`config.mk`:
```
export PLATFORM = sky130hd
export DESIGN_NAME = exception_ctrl_flat
export DESIGN_NICKNAME = d
export VERILOG_FILES = /design/src/rtl/exception_ctrl_if.sv /design/src/rtl/exception_ctrl.sv /design/src/flat_wrapper.sv
export SDC_FILE = /design/constraint.sdc
export NUM_CORES = 1
export LEC_CHECK = 0
export ABC_AREA = 1
export CORE_ASPECT_RATIO = 0.7
export CORE_MARGIN = 2
export CORE_UTILIZATION = 40
export CTS_CLUSTER_DIAMETER = 80
export DETAILED_ROUTE_END_ITERATION = 10
export GPL_TIMING_DRIVEN = 0
export PLACE_DENSITY = 0.71
export SETUP_SLACK_MARGIN = 0.1
export SLEW_MARGIN = 20
export SYNTH_ARGS = -nofsm -noshare
export SYNTH_HDL_FRONTEND = slang
export SYNTH_SLANG_ARGS = --single-unit
```
`constraint.sdc`:
```
create_clock -name clk -period 1.8 [get_ports clk]
set_input_delay 0.36 -clock clk [delete_from_list [all_inputs] [get_ports clk]]
set_output_delay 0.36 -clock clk [all_outputs]
set_load 0.02 [all_outputs]
```
`src/rtl/exception_ctrl_if.sv`:
```
// Exception report / redirect bundle between the hazard unit, exception_ctrl and the PC mux.
// slave = exception_ctrl side, master = the driving pipeline side.
interface exception_ctrl_if #(
  parameter int unsigned DW = 16
);
  logic          exc_valid;
  logic          exc_cause;
  logic [DW-1:0] exc_pc;
  logic          ret_valid;
  logic [1:0]    flush;
  logic          pc_sel;
  logic [DW-1:0] pc_vector;
  logic          pc_hold;
  logic [DW-1:0] epc;
  logic          cause_reg;
  logic          in_handler;
  logic          fatal;
  logic [7:0]    exc_count;

  modport slave (
    input  exc_valid, exc_cause, exc_pc, ret_valid,
    output flush, pc_sel, pc_vector, pc_hold, epc, cause_reg, in_handler, fatal, exc_count
  );

  modport master (
    output exc_valid, exc_cause, exc_pc, ret_valid,
    input  flush, pc_sel, pc_vector, pc_hold, epc, cause_reg, in_handler, fatal, exc_count
  );
endinterface

```
`src/rtl/exception_ctrl.sv`:
```
// Exception sequencer: latches EPC/cause, holds a pipeline flush, redirects fetch to the
// handler vector and restores EPC+1 on return. Nested exceptions park the core in HALT.
module exception_ctrl #(
  parameter int unsigned    DW           = 16,
  parameter logic [DW-1:0]  VEC_OVF      = 16'hFF00,
  parameter logic [DW-1:0]  VEC_OPC      = 16'hFF80,
  parameter int unsigned    FLUSH_CYCLES = 2
) (
  input  logic             clk,
  input  logic             rst,
  exception_ctrl_if.slave  bus
);

  typedef enum logic [2:0] {
    S_IDLE     = 3'd0,
    S_FLUSH    = 3'd1,
    S_REDIRECT = 3'd2,
    S_HANDLER  = 3'd3,
    S_RETURN   = 3'd4,
    S_HALT     = 3'd5
  } state_t;

  state_t        r_state, w_state_nxt;
  logic [2:0]    r_cnt, w_cnt_nxt;
  logic [DW-1:0] r_epc, w_epc_nxt;
  logic          r_cause, w_cause_nxt;
  logic [7:0]    r_count, w_count_nxt;
  logic          r_fatal, w_fatal_nxt;
  logic [1:0]    r_flush, w_flush_nxt;
  logic          r_pc_sel, w_pc_sel_nxt;
  logic [DW-1:0] r_pc_vector, w_pc_vector_nxt;
  logic          r_pc_hold, w_pc_hold_nxt;
  logic          r_in_handler, w_in_handler_nxt;

  always_comb begin
    w_state_nxt = r_state;
    w_cnt_nxt   = r_cnt;
    w_epc_nxt   = r_epc;
    w_cause_nxt = r_cause;
    w_count_nxt = r_count;
    w_fatal_nxt = r_fatal;
    case (r_state)
      S_IDLE: begin
        if (bus.exc_valid) begin
          w_epc_nxt   = bus.exc_pc;
          w_cause_nxt = bus.exc_cause;
          w_count_nxt = (r_count == 8'hFF) ? r_count : r_count + 8'd1;
          w_cnt_nxt   = 3'(FLUSH_CYCLES - 1);
          w_state_nxt = S_FLUSH;
        end
      end
      S_FLUSH: begin
        if (r_cnt == 3'd0) w_state_nxt = S_REDIRECT;
        else               w_cnt_nxt   = r_cnt - 3'd1;
      end
      S_REDIRECT: w_state_nxt = S_HANDLER;
      S_HANDLER: begin
        if (bus.exc_valid) begin
          w_fatal_nxt = 1'b1;
          w_state_nxt = S_HALT;
        end else if (bus.ret_valid) begin
          w_state_nxt = S_RETURN;
        end
      end
      S_RETURN: w_state_nxt = S_IDLE;
      S_HALT:   w_state_nxt = S_HALT;
      default:  w_state_nxt = S_IDLE;
    endcase
  end

  // Outputs are decoded from the next state so they appear registered in the state's own cycle.
  always_comb begin
    w_flush_nxt      = 2'b00;
    w_pc_sel_nxt     = 1'b0;
    w_pc_vector_nxt  = r_pc_vector;
    w_pc_hold_nxt    = 1'b0;
    w_in_handler_nxt = 1'b0;
    case (w_state_nxt)
      S_FLUSH: begin
        w_flush_nxt   = 2'b11;
        w_pc_hold_nxt = 1'b1;
      end
      S_REDIRECT: begin
        w_flush_nxt     = 2'b01;
        w_pc_sel_nxt    = 1'b1;
        w_pc_vector_nxt = w_cause_nxt ? VEC_OPC : VEC_OVF;
      end
      S_HANDLER: w_in_handler_nxt = 1'b1;
      S_RETURN: begin
        w_flush_nxt      = 2'b01;
        w_pc_sel_nxt     = 1'b1;
        w_pc_vector_nxt  = w_epc_nxt + DW'(1);
        w_in_handler_nxt = 1'b1;
      end
      S_HALT: begin
        w_flush_nxt   = 2'b11;
        w_pc_hold_nxt = 1'b1;
      end
      default: ;
    endcase
  end

  always_ff @(posedge clk or posedge rst) begin
    if (rst) begin
      r_state      <= S_IDLE;
      r_cnt        <= '0;
      r_epc        <= '0;
      r_cause      <= 1'b0;
      r_count      <= '0;
      r_fatal      <= 1'b0;
      r_flush      <= '0;
      r_pc_sel     <= 1'b0;
      r_pc_vector  <= '0;
      r_pc_hold    <= 1'b0;
      r_in_handler <= 1'b0;
    end else begin
      r_state      <= w_state_nxt;
      r_cnt        <= w_cnt_nxt;
      r_epc        <= w_epc_nxt;
      r_cause      <= w_cause_nxt;
      r_count      <= w_count_nxt;
      r_fatal      <= w_fatal_nxt;
      r_flush      <= w_flush_nxt;
      r_pc_sel     <= w_pc_sel_nxt;
      r_pc_vector  <= w_pc_vector_nxt;
      r_pc_hold    <= w_pc_hold_nxt;
      r_in_handler <= w_in_handler_nxt;
    end
  end

  assign bus.flush      = r_flush;
  assign bus.pc_sel     = r_pc_sel;
  assign bus.pc_vector  = r_pc_vector;
  assign bus.pc_hold    = r_pc_hold;
  assign bus.epc        = r_epc;
  assign bus.cause_reg  = r_cause;
  assign bus.in_handler = r_in_handler;
  assign bus.fatal      = r_fatal;
  assign bus.exc_count  = r_count;

endmodule

```
`src/flat_wrapper.sv`:
```
// flat-port wrapper written by rule: the top's interface ports become plain ports
module exception_ctrl_flat 
#(
  parameter int unsigned    DW           = 16,
  parameter logic [DW-1:0]  VEC_OVF      = 16'hFF00,
  parameter logic [DW-1:0]  VEC_OPC      = 16'hFF80,
  parameter int unsigned    FLUSH_CYCLES = 2
)
  (clk, rst, bus_exc_valid, bus_exc_cause, bus_exc_pc, bus_ret_valid, bus_flush, bus_pc_sel, bus_pc_vector, bus_pc_hold, bus_epc, bus_cause_reg, bus_in_handler, bus_fatal, bus_exc_count);
  exception_ctrl_if #(.DW(DW)) bus_i ();
  input  logic clk;
  input  logic rst;
  input wire logic [$bits(bus_i.exc_valid)-1:0] bus_exc_valid;
  input wire logic [$bits(bus_i.exc_cause)-1:0] bus_exc_cause;
  input wire logic [$bits(bus_i.exc_pc)-1:0] bus_exc_pc;
  input wire logic [$bits(bus_i.ret_valid)-1:0] bus_ret_valid;
  output wire logic [$bits(bus_i.flush)-1:0] bus_flush;
  output wire logic [$bits(bus_i.pc_sel)-1:0] bus_pc_sel;
  output wire logic [$bits(bus_i.pc_vector)-1:0] bus_pc_vector;
  output wire logic [$bits(bus_i.pc_hold)-1:0] bus_pc_hold;
  output wire logic [$bits(bus_i.epc)-1:0] bus_epc;
  output wire logic [$bits(bus_i.cause_reg)-1:0] bus_cause_reg;
  output wire logic [$bits(bus_i.in_handler)-1:0] bus_in_handler;
  output wire logic [$bits(bus_i.fatal)-1:0] bus_fatal;
  output wire logic [$bits(bus_i.exc_count)-1:0] bus_exc_count;
  assign bus_i.exc_valid = bus_exc_valid;
  assign bus_i.exc_cause = bus_exc_cause;
  assign bus_i.exc_pc = bus_exc_pc;
  assign bus_i.ret_valid = bus_ret_valid;
  assign bus_flush = bus_i.flush;
  assign bus_pc_sel = bus_i.pc_sel;
  assign bus_pc_vector = bus_i.pc_vector;
  assign bus_pc_hold = bus_i.pc_hold;
  assign bus_epc = bus_i.epc;
  assign bus_cause_reg = bus_i.cause_reg;
  assign bus_in_handler = bus_i.in_handler;
  assign bus_fatal = bus_i.fatal;
  assign bus_exc_count = bus_i.exc_count;
  exception_ctrl #(.DW(DW), .VEC_OVF(VEC_OVF), .VEC_OPC(VEC_OPC), .FLUSH_CYCLES(FLUSH_CYCLES)) u_core (.clk(clk), .rst(rst), .bus(bus_i));
endmodule
```
### After elaboration in Yosys (flattened, before gate mapping)

Index checks and enable logic that the tools add are counted.

* register bits: 53
* word-level logic and storage cells: 55

* add/subtract/negate cells: 3
* equality and inequality tests: 12
* mux-type cells: 18
* bitwise logic cells: 1
* reduce and logical (&&, ||, !) cells: 10

Operators with widths (number)
* $mux W16: 2
* $pmux W16 S2: 1
* $mux W3: 6
* $add A16 B1 Y16 const B: 1
* $pmux W3 S5: 1
* $eq A3 B2 Y1 const B: 4
* $eq A3 B3 Y1 const B: 3
* $add A8 B1 Y8 const B: 1
* $eq A8 B8 Y1 const B: 1
* $mux W8: 1
* $eq A3 B1 Y1 const B: 2
* $logic_not A3 Y1: 2
* $pmux W3 S2: 1
* $reduce_and A3 Y1: 2
* $reduce_or A2 Y1: 3
* $mux W1: 5
* $ne A2 B2 Y1 const B: 2
* $pmux W2 S2: 1
* $reduce_bool A2 Y1: 2
* $sub A3 B1 Y3 const B: 1
* $reduce_and A2 Y1: 1
* $not A1 Y1: 1

### Depth between registers and ports, before layout

* depth in word-level cells: 6
* gate-level depth with buffers: 15
* depth with buffers taken out: 14

### Worst setup path after synthesis

No wires, ideal clock.

* kind: flip-flop to flip-flop
* start: register u_core.r_state[0]
* end: register u_core.r_pc_vector[14] (netlist: u_core.bus.pc_vector[14])
* setup time: 113 ps
* arrival time: 1827 ps
* required time: 1687 ps
* slack: -140 ps
* stages on the path, launching flop included: 15
* path through: dfrtp_1 -> buf_2 -> nor2_4 -> nand2_4 -> inv_2 -> nand2_1 -> nand2_2 -> ha_1 -> nand3_1 -> nor2_1 -> nand3_1 -> nand2_1 -> nand3_1 -> nand2_1 -> inv_1

* elaborated cells on any way between the ends: 16
* classes of those cells: 1 x add/sub; 6 x eq/ne; 7 x mux; 2 x reduce/logical

RTL lines
* start, declared: RTL line exception_ctrl.sv:23 `state_t r_state, w_state_nxt;`
* start signal, assigned: RTL line exception_ctrl.sv:117 `r_state <= w_state_nxt;`
* $logic_not A3 Y1: RTL line exception_ctrl.sv:42 `case (r_state)`
* $mux W16: RTL line exception_ctrl.sv:42
* named net u_core.w_epc_nxt[0]: RTL line exception_ctrl.sv:25 `logic [DW-1:0] r_epc, w_epc_nxt;`
* $add A16 B1 Y16: RTL line exception_ctrl.sv:92 `w_pc_vector_nxt = w_epc_nxt + DW'(1);`
* $pmux W16 S2: RTL line exception_ctrl.sv:78 `case (w_state_nxt)`
* end signal, assigned: RTL line exception_ctrl.sv:125 `r_pc_vector <= w_pc_vector_nxt;`
* end, declared: RTL line exception_ctrl.sv:31 `logic [DW-1:0] r_pc_vector, w_pc_vector_nxt;`

The timed path passes the listed nets, and every way through them passes these cells.
A chain may end at the register's enable or synchronous reset.

### Final worst setup path

* start: register u_core.r_state[0]
* end: register u_core.r_pc_vector[10] (netlist: u_core.bus.pc_vector[10])

Same word-level chain as after synthesis.

==> metrics.csv <==
stage,metric,value,unit
die,total core area,6882,um2
clock_network,master cell of the clock root buffer,clkbuf_8,
cells_and_area,area occupied by registers,1304,um2
critical_path,Critical Path Source Type,register,
outcome,failing checks,setup timing,
clock_network,clk slew on worst S/H paths,0.10,ns
clock_network,number of sinks handled by clock tree synthesis,52,
logic_synthesis,Synth top cells by count,"nand2_1, inv_1, dfrtp_1, nand3_1, nor2_1",
cells_and_area,area added between synthesis and finish,57.87,%
clock_network,clock tree from TritonCTS,done,
clock_network,number of CTS-inserted buffers,5,
global_routing,first-pass GRT wire length,13.62,mm
logic_synthesis,Yosys warning count,0,
logic_synthesis,synthesized netlist net count,424,
sta,min cycle time layout,1.912,ns
logic_synthesis,dominant cell type by area after synthesis,dfrtp_1,
logic_synthesis,"post-synthesis share of cell area spent on and, or, nand and nor gates",35.46,%
logic_synthesis,Post-Syn Instances,399,
critical_path,highest fanout seen on the critical path,5,
logic_synthesis,largest family of logic cells by synthesized area,simple AND/OR/NAND/NOR gates,
sta,final-report hold violation count,0,
die,die height,75.34,um
sta,Max Transition Viols Final,0,
cells_and_area,total non-filler cell area in the finished layout,4591,um2
cells_and_area,Ant. Diodes,0,
detailed_routing,number of routed nets with antenna violations,0,
sta,setup slack after layout,-0.1120,ns
detailed_routing,via count normalized by instance count,5.003,
detailed_routing,number of DRC markers after the initial detailed-route iteration,242,
logic_synthesis,Post-synth EDFFs,0,
placed_design,port bufs,66,
cells_and_area,number of nets in the layout,534,
logic_synthesis,sequential share of the synthesized area,44.75,%
critical_path,CP bufs+invs,3,
detailed_routing,total wirelength of the detailed-routed design,9.264,mm
sta,final worst path period share,106.2,%
logic_synthesis,Synth Area in Compound Gates,5.164,%
outcome,run status,"complete, but fails checks",
placed_design,half-perimeter wire length after detailed placement,5.789,mm
critical_path,required time of the worst setup path,2.02,ns
die,starting density of the core,42.25,%
logic_synthesis,top cell type's share of synthesized area,44.75,%
logic_synthesis,leading register cell type out of synthesis,dfrtp_1,
critical_path,critical path class,register to register,
power,leakage component of the power,2.500,nW
logic_synthesis,multiplexer share of the synthesized area,0,%
sta,count of endpoints failing setup in the final report,16,
critical_path,worst-path cell chain,buf_6 -> nor2_4 -> nand2_4 -> inv_8 -> nand2_4 -> nand2_4 -> ha_4 -> nand3_4 -> nor2_4 -> nand2_1 -> nand2_1 -> nand3_2 -> nand2_2 -> inv_2,
critical_path,dominant delay contributor by cell family on the critical path,simple AND/OR/NAND/NOR gates,
die,Std-Cell Rows,25,
die,width of the die,105.9,um
placed_design,placement-stage cell area,3771,um2
sta,RSZ-0062 raised after global routing,true,
global_routing,overall routing resource usage,22.18,%
die,die footprint,7978,um2
global_routing,number of global-route vias before repair,2740,
cells_and_area,layout filler cell count,538,
critical_path,master of the slowest instance on the critical path,dfrtp_1,
clock_network,number of hold-repair buffers added at the cts stage,0,
clock_network,Longest Clk Path Bufs,2,
worst_hold_path,worst min-delay path class,primary input to asynchronous set/reset pin,
sta,max frequency,0.5230,GHz
placed_design,final weighted congestion of routability-driven global placement,0.8641,
logic_synthesis,top post-synthesis cells by area,"dfrtp_1, nand2_1, inv_1, nand3_1, nor2_1",
logic_synthesis,adder-cell area share of the yosys netlist,1.721,%
detailed_routing,number of iterations in the first detailed-routing pass,4,
sta,total negative slack for setup checks,-0.8548,ns
critical_path,crit path capture type,register,
logic_synthesis,count of different cell masters after synthesis,30,
die,I/O pin total,68,
clock_network,CTS H-tree depth,2,
logic_synthesis,fraction of synthesis flops using an asynchronous set or reset pin,100.0,%
logic_synthesis,xor/xnor share of the synthesized area,2.108,%
power,Worst IR Drop VDD,0.8807,mV
detailed_routing,mean routed wirelength per cell,15.34,um
detailed_routing,final routed DRC violation total,0,
cells_and_area,area of the multi-input gates,1642,um2
run,max cap viols,0,
logic_synthesis,average cell area after synthesis,7.288,um2
detailed_routing,Vias,3022,
clock_network,clock network latency to the later pin of the worst-skew pair,0.32,ns
global_routing,residual overflow from global routing,0,
sta,clk_skew,0.006391,ns
logic_synthesis,most common cell in the synthesized netlist,nand2_1,
global_routing,maximum number of pins on one net before global-route repair,34,
sta,Max-slew headroom,70.12,%
logic_synthesis,flop and latch count out of synthesis,52,
critical_path,Worst EP arrival,2.13,ns
cells_and_area,share of cells above drive strength 1,30.00,%
critical_path,"most used cell, CP",nand2_4,
global_routing,number of antenna violations at the first check in global routing,0,
critical_path,largest stage delay on the critical path,0.38,ns
sta,slew at the pin with the worst max-slew slack,0.4475,ns
logic_synthesis,cell area after synthesis,2908,um2
power,Power Dens Cells,1872,nW/um2
## path summary, 6_finish.rpt
check / slack [ns] / start / to / cells after the start
max: -0.11 / u_core.r_state[0] / u_core.bus.pc_vector[10] / 14
min: 0.35 / rst / u_core.bus.exc_count[1] / 2
max reg2reg: -0.11 / u_core.r_state[0] / u_core.bus.pc_vector[10] / 14
min reg2reg: 0.48 / u_core.bus.fatal / u_core.bus.fatal / 1
max in group asynchronous: 0.90 / rst / u_core.r_state[2] / 3
min in group clk: 0.46 / bus_exc_valid / u_core.bus.epc[7] / 4
## per-stage QoR
stage          total power [mW]  hold slack (ns)  setup slack, ns  util, %  instances
6_report                  8.595           0.3511          -0.1120    66.71        604
2_1_floorplan             4.647           0.5163          0.09268        -        399
3_5_place_dp              6.180           0.4684          -0.3838    54.80        560
4_1_cts                   7.394           0.3726         -0.06133    59.15        583
5_1_grt                   9.150           0.3975          -0.2056    66.71        604
3_3_place_gp              6.069           0.4626          -0.8521    54.51        559
## cell usage in the layout (no fill, tap or decap), types with 8 or more instances in the layout
cell             Yosys  final
buf_4                2     30
clkdlybuf4s50_1      0     33
dfrtp_1             52     50
dlygate4sd2_1        0      8
dlymetal6s2s_1       0     25
inv_1               56     52
nand2_1            155    122
nand2_2              5     30
nand2_4              2     11
nand3_1             30     22
nor2_1              26      9
nor2_2               3     11
nor2_4               4     14
o21ai_0             18     12
o21ai_2              0      8
## layout make-up
class,count,share of cell area [%]
Sequential cell,52,28.40
Tap cell,94,2.562
Clock buffer,5,1.499
Inverter,60,5.342
Buffer,10,2.480
Timing Repair Buffer,101,22.92
Multi-Input combinational cell,279,35.76
Clock inverter,3,1.036
## report_power, final
part	internal, mW	leakage (nW)	switching, mW
Sequential	1.65	0.615	0.359
Clock	0.419	0.0583	0.417
Combinational	2.39	1.83	3.37
Total	4.45	2.50	4.15
## metal layers
metal  vias to the layer above  share of wire, %  GRT usage [%]
met3                        28               7.6          5.304
met1                      1404                44          31.14
met4                         0               2.5          4.532
met2                       154                46          35.84
li1                       1436                 -              -
met5                         -                 0              0
## worst reg2reg max path, cell delays in order, from the launching register on
cell     delay (ns)
dfrtp_1        0.38
buf_6          0.13
nor2_4         0.18
nand2_4        0.12
inv_8          0.09
nand2_4        0.05
nand2_4        0.08
ha_4           0.16
nand3_4        0.10
nor2_4         0.17
nand2_1        0.07
nand2_1        0.08
nand3_2        0.09
nand2_2        0.09
inv_2          0.03
## repair_timing
action | CTS | global route
pin swaps | 11 | 30
resized for setup | 37 | 101
endpoints found under the setup margin | 28 | 46
setup buffers | 14 | 18
cloned | 1 | 3
## kinds of logic (layout without fill, tap and decap cells)
| family | count (synthesis) | after routing |
|---|---|---|
| AO/OA/AOI/OAI | 29 | 29 |
| AND/OR/NAND/NOR | 237 | 239 |
| flip-flops | 52 | 52 |
| XOR/XNOR | 7 | 7 |
| adder cells (fa/ha/maj) | 4 | 4 |
| buffers and inverters | 70 | 179 |
Note: power is estimated with default switching activity, not from simulation.
